**config.mk**
```make
export PLATFORM = sky130hd
export DESIGN_NAME = subtree_fanin_collector
export DESIGN_NICKNAME = d
export VERILOG_FILES = /design/src/rtl/subtree_fanin_collector.sv
export SDC_FILE = /design/constraint.sdc
export NUM_CORES = 1
export LEC_CHECK = 0
export ABC_AREA = 1
export CAP_MARGIN = 15
export CORE_MARGIN = 3
export CORE_UTILIZATION = 52
export DETAILED_ROUTE_END_ITERATION = 16
export PLACE_DENSITY_LB_ADDON = 0.08
export SLEW_MARGIN = 5
export SYNTH_ARGS = -nofsm -noshare
export SYNTH_HDL_FRONTEND = slang
export SYNTH_SLANG_ARGS = --single-unit
```
**constraint.sdc**
```tcl
create_clock -name clk -period 8.4 [get_ports clk]
set_input_delay 1.68 -clock clk [delete_from_list [all_inputs] [get_ports clk]]
set_output_delay 1.68 -clock clk [all_outputs]
set_load 0.01 [all_outputs]
```
**src/rtl/subtree_fanin_collector.sv**
```systemverilog
// Round-robin fan-in of N_SRC valid/ready child streams into one tagged output register.
// Define SUBTREE_FANIN_STATS_EN to add a saturating xfer_count port.
module subtree_fanin_collector #(
  parameter int DATA_W = 8,
  parameter int N_SRC  = 5,
  parameter int IDX_W  = 3
) (
  input  logic                    clk,
  input  logic                    rst,
  input  logic [N_SRC-1:0]        src_valid,
  input  logic [N_SRC*DATA_W-1:0] src_data,
  output logic [N_SRC-1:0]        src_ready,
  output logic                    out_valid,
  output logic [DATA_W-1:0]       out_data,
  output logic [IDX_W-1:0]        out_src,
  input  logic                    out_ready
`ifdef SUBTREE_FANIN_STATS_EN
  ,
  output logic [15:0]             xfer_count
`endif
);

  typedef enum logic {EMPTY, FULL} state_t;

  state_t              state_q, state_d;
  logic [DATA_W-1:0]   data_q, data_d;
  logic [IDX_W-1:0]    src_q, src_d;
  logic [IDX_W-1:0]    last_q, last_d;

  logic                free;
  logic                hit;
  logic [IDX_W-1:0]    win;
  logic                take;

  // Search wraps modulo N_SRC, starting just after the last grant.
  function automatic logic [IDX_W:0] pick(
    input logic [N_SRC-1:0] v,
    input logic [IDX_W-1:0] last
  );
    logic [IDX_W:0] r;
    int j;
    r = '0;
    for (int k = 1; k <= N_SRC; k++) begin
      j = int'(last) + k;
      if (j >= N_SRC) j = j - N_SRC;
      if (!r[IDX_W] && v[j]) r = {1'b1, IDX_W'(j)};
    end
    return r;
  endfunction

  always_comb begin
    free = !rst && ((state_q == EMPTY) || out_ready);
    {hit, win} = pick(src_valid, last_q);
    take = free && hit;
    src_ready = take ? (N_SRC'(1) << win) : '0;
  end

  always_comb begin
    state_d = state_q;
    data_d  = data_q;
    src_d   = src_q;
    last_d  = last_q;
    if (take) begin
      state_d = FULL;
      data_d  = src_data[int'(win)*DATA_W +: DATA_W];
      src_d   = win;
      last_d  = win;
    end else if (free && state_q == FULL) begin
      state_d = EMPTY;
    end
  end

  always_ff @(posedge clk or posedge rst) begin
    if (rst) begin
      state_q <= EMPTY;
      data_q  <= '0;
      src_q   <= '0;
      last_q  <= IDX_W'(N_SRC - 1);
    end else begin
      state_q <= state_d;
      data_q  <= data_d;
      src_q   <= src_d;
      last_q  <= last_d;
    end
  end

  assign out_valid = (state_q == FULL);
  assign out_data  = data_q;
  assign out_src   = src_q;

`ifdef SUBTREE_FANIN_STATS_EN
  logic [15:0] cnt_q, cnt_d;

  always_comb begin
    cnt_d = cnt_q;
    if (take && cnt_q != 16'hFFFF) cnt_d = cnt_q + 16'd1;
  end

  always_ff @(posedge clk or posedge rst) begin
    if (rst) cnt_q <= '0;
    else     cnt_q <= cnt_d;
  end

  assign xfer_count = cnt_q;
`endif

endmodule
```
==> flow_summary.ini <==
[clocking]
clkSinkCount = 13
cts_tree = yes
hold_buffers = 0
post_cts_buffers = 0
cts_resized = 0
htree_levels = 1
clk_latency_ps = 250
cts_buffer_depth = 2
clkTransAtPathRegs_ps = 60
cts_root_buf = clkbuf_8
cts_buffers = 3

[global_route]
grt_usage_pct = 25.02
grt_max_degree = 23
grt_busiest_layer = met2
gr-usage-met2_pct = 38.51
grt.overflow.total = 0
grt_pass1_vias = 2125
grt_pass1_wl_mm = 10.11
antenna_found_initial = 0
use_met3_pct = 3.478
met1_usage_pct = 36.86

[sta]
fmax_mhz = 150.1
finalCritPeriodShare_pct = 79.29
maxSlewViolCount = 0
setup_viol = 0
final.min_clock_period_ps = 6660
fin_setup_tns_ps = 0
max_slew_margin_pct = 46.74
rsz0062_at_grt = no
max_slew.worst_pin.slew_ps = 797.0
fin_worst_skew_ps = 4.010
finalHoldViolations = 0

[worst_setup_path]
crit_arrival_ps = 4980
crit_chain = inv_2 -> ha_1 -> inv_2 -> nand3_1 -> nand2_1 -> nand2_1 -> o21ai_2 -> nand2_1 -> nand3_1 -> o22ai_1 -> nor2_1 -> nor3b_2 -> nand2_1 -> nand2_1 -> inv_1 -> nor3_1 -> clkdlybuf4s50_1
cpMostUsedCell = nand2_1
critPathLaunch = out_src[0]
cpPeakStageDelay_ps = 820
path_max_fanout = 22
worst-path-stages = 17
rr_worst_depth = 19
worst-path-buf-inv = 4
path_class = flop to primary output
r2r-end = out_data[6]
cpMaxStageDelayCell = dfrtp_1
cp.required_ps = 6720
reg2reg_setup_slack_ps = 4000
setup.worst_path.end = src_ready[3]
startpoint_type = flop
critPathCaptureType = primary output
critPathTopFamily = simple AND/OR/NAND/NOR gates
r2r_start = out_src[0]

[synthesis]
ys_ff_latch = 13
synthesis.area_per_instance_um2 = 6.083
ys_warn_count = 0
synth_ff_type = dfrtp_1
synth_area_leader_cell = nand2_1
synth_area_leaders = nand2_1 23%, dfrtp_1 14%, nand3_1 10%, ha_1 7.1%, nand3_2 6.6%
netlist_area_mm2 = 0.002117
syn_nets = 408
synth_seq_area_share_pct = 15.43
synth_edf_count = 0
ys_types = 34
async_flop_share_pct = 100.0
syn_inst = 348
synth_top_area_share_pct = 22.70

[die]
fp.dieH_um = 69.81
die_area_mm2 = 0.004873
ios = 65
core_area_mm2 = 0.003799
die_w_um = 69.81
std_cell_rows = 22
start_util_pct = 55.73

[job]
maxCapViolations = 0

[route]
route.detailed.drc = 0
routedWlPerCell_um = 13.99
avgViaCountPerCell = 5.390
vias = 2447
drt_wl_total_mm = 6.353
first_pass_iters = 5
postRouteAntennaNets = 0
drtIter0Drc = 120

[placed_design]
place.detailed.hpwl_mm = 4.867
gp_congestion = 0.9045
io_buffers = 64
dpl_cell_area_mm2 = 0.002735

[outcome]
status = complete, no violations

[finish]
syn_to_final_growth_pct = 31.38
drive_gt1_share_pct = 15.76
layout_common_cells = 128 x nand2_1, 64 x clkdlybuf4s50_1, 44 x nand3_1
antenna_cells = 0
multiInputGateArea_mm2 = 0.001558
register_area_um2 = 326.6
fill_cells = 319
final_common_cell = nand2_1
layout.nets = 467
design_area_mm2 = 0.002781

[hold_path]
hold_path.class = flop to flop
[state kept, by name (all words and copies together) (netlist names)]
| signal | flops |
|---|---|
| out_src | 3 |
| last_q | 1 |
| out_data | 8 |
| out_valid | 1 |
[synthesized netlist by cell type, types with 2 or more instances]
| cell | instances |
|---|---|
| nand2_1 | 128 |
| nand3_1 | 44 |
| inv_1 | 29 |
| nand2_2 | 16 |
| nand3_2 | 14 |
| nor2_1 | 14 |
| dfrtp_1 | 12 |
| ha_1 | 12 |
| inv_2 | 11 |
| o21ai_0 | 11 |
| o21ai_1 | 9 |
| a21oi_1 | 7 |
| buf_4 | 4 |
| nand4_1 | 4 |
| nor3_1 | 4 |
| a21oi_2 | 3 |
| buf_2 | 3 |
| o21ai_2 | 3 |
| buf_6 | 2 |
| nand2_4 | 2 |
| nor2_2 | 2 |
| nor2_4 | 2 |
[worst register-to-register path, stage by stage (launching register included)]
cell and delay, ps:
dfrtp_1 820, inv_2 280, ha_1 510, inv_2 180, nand3_1 110, nand2_1 140
nand2_1 110, o21ai_2 270, nand2_1 100, nand3_1 80, o22ai_1 90, nor2_1 170
nor3b_2 210, nand2_1 70, nand2_1 590, inv_1 240, nand2_1 130, nand2_1 60
nand2_1 70, nand3_1 70
[worst min-delay path by stage]
stage / start / end / slack [ps] / cells after the start
after floorplan: out_src[2] / out_src[2] / 520 / 2
after global placement: out_src[2] / out_src[2] / 480 / 2
after detailed placement: out_src[2] / out_src[2] / 490 / 2
after CTS: out_data[2] / out_data[2] / 500 / 2
after global routing: out_data[2] / out_data[2] / 540 / 2
final: out_data[2] / out_data[2] / 500 / 2
[area by class of cell]
cell class              count  share of cell area [%]
repair buffers             64                   23.03
clock buffers               3                   1.484
inverters                  40                   5.398
multi-input cells         285                   56.01
well taps                  48                   2.159
clock inverters             1                  0.1799
flip-flops and latches     13                   11.74
[layer usage]
metal | routed length [um] | up-vias
met2 | 2888 | 96
met4 | 73 | 0
li1 | - | 1240
met1 | 2972 | 1101
met3 | 419 | 10
met5 | 0 | -
[stage by stage]
| stage | hold WS, ps | util (%) | std cells | worst slack (ps) |
|---|---|---|---|---|
| global placement | 478.4 | 72.00 | 450 | 2096 |
| detailed placement | 485.2 | 72.00 | 450 | 2004 |
| CTS | 499.5 | 73.22 | 454 | 1845 |
| floorplan | 516.5 | - | 348 | 3488 |
| global route | 535.7 | 73.22 | 454 | 1350 |
| finish | 499.0 | 73.22 | 454 | 1740 |
[kinds of logic (layout without fill, tap and decap cells)]
group / Yosys count / count (layout) / synth area share, %
xor gates and xnor gates: 2 / 2 / 1.182
and+or+nand+nor: 235 / 235 / 55.50
DFF: 13 / 13 / 15.43
adders and majority gates: 12 / 12 / 7.092
AOI/OAI and AO/OA: 36 / 36 / 9.811
buffers and inverters: 50 / 108 / 10.99
Power is not shown: default switching activity piles up to over one toggle a cycle in this logic, so the estimate is an artifact.
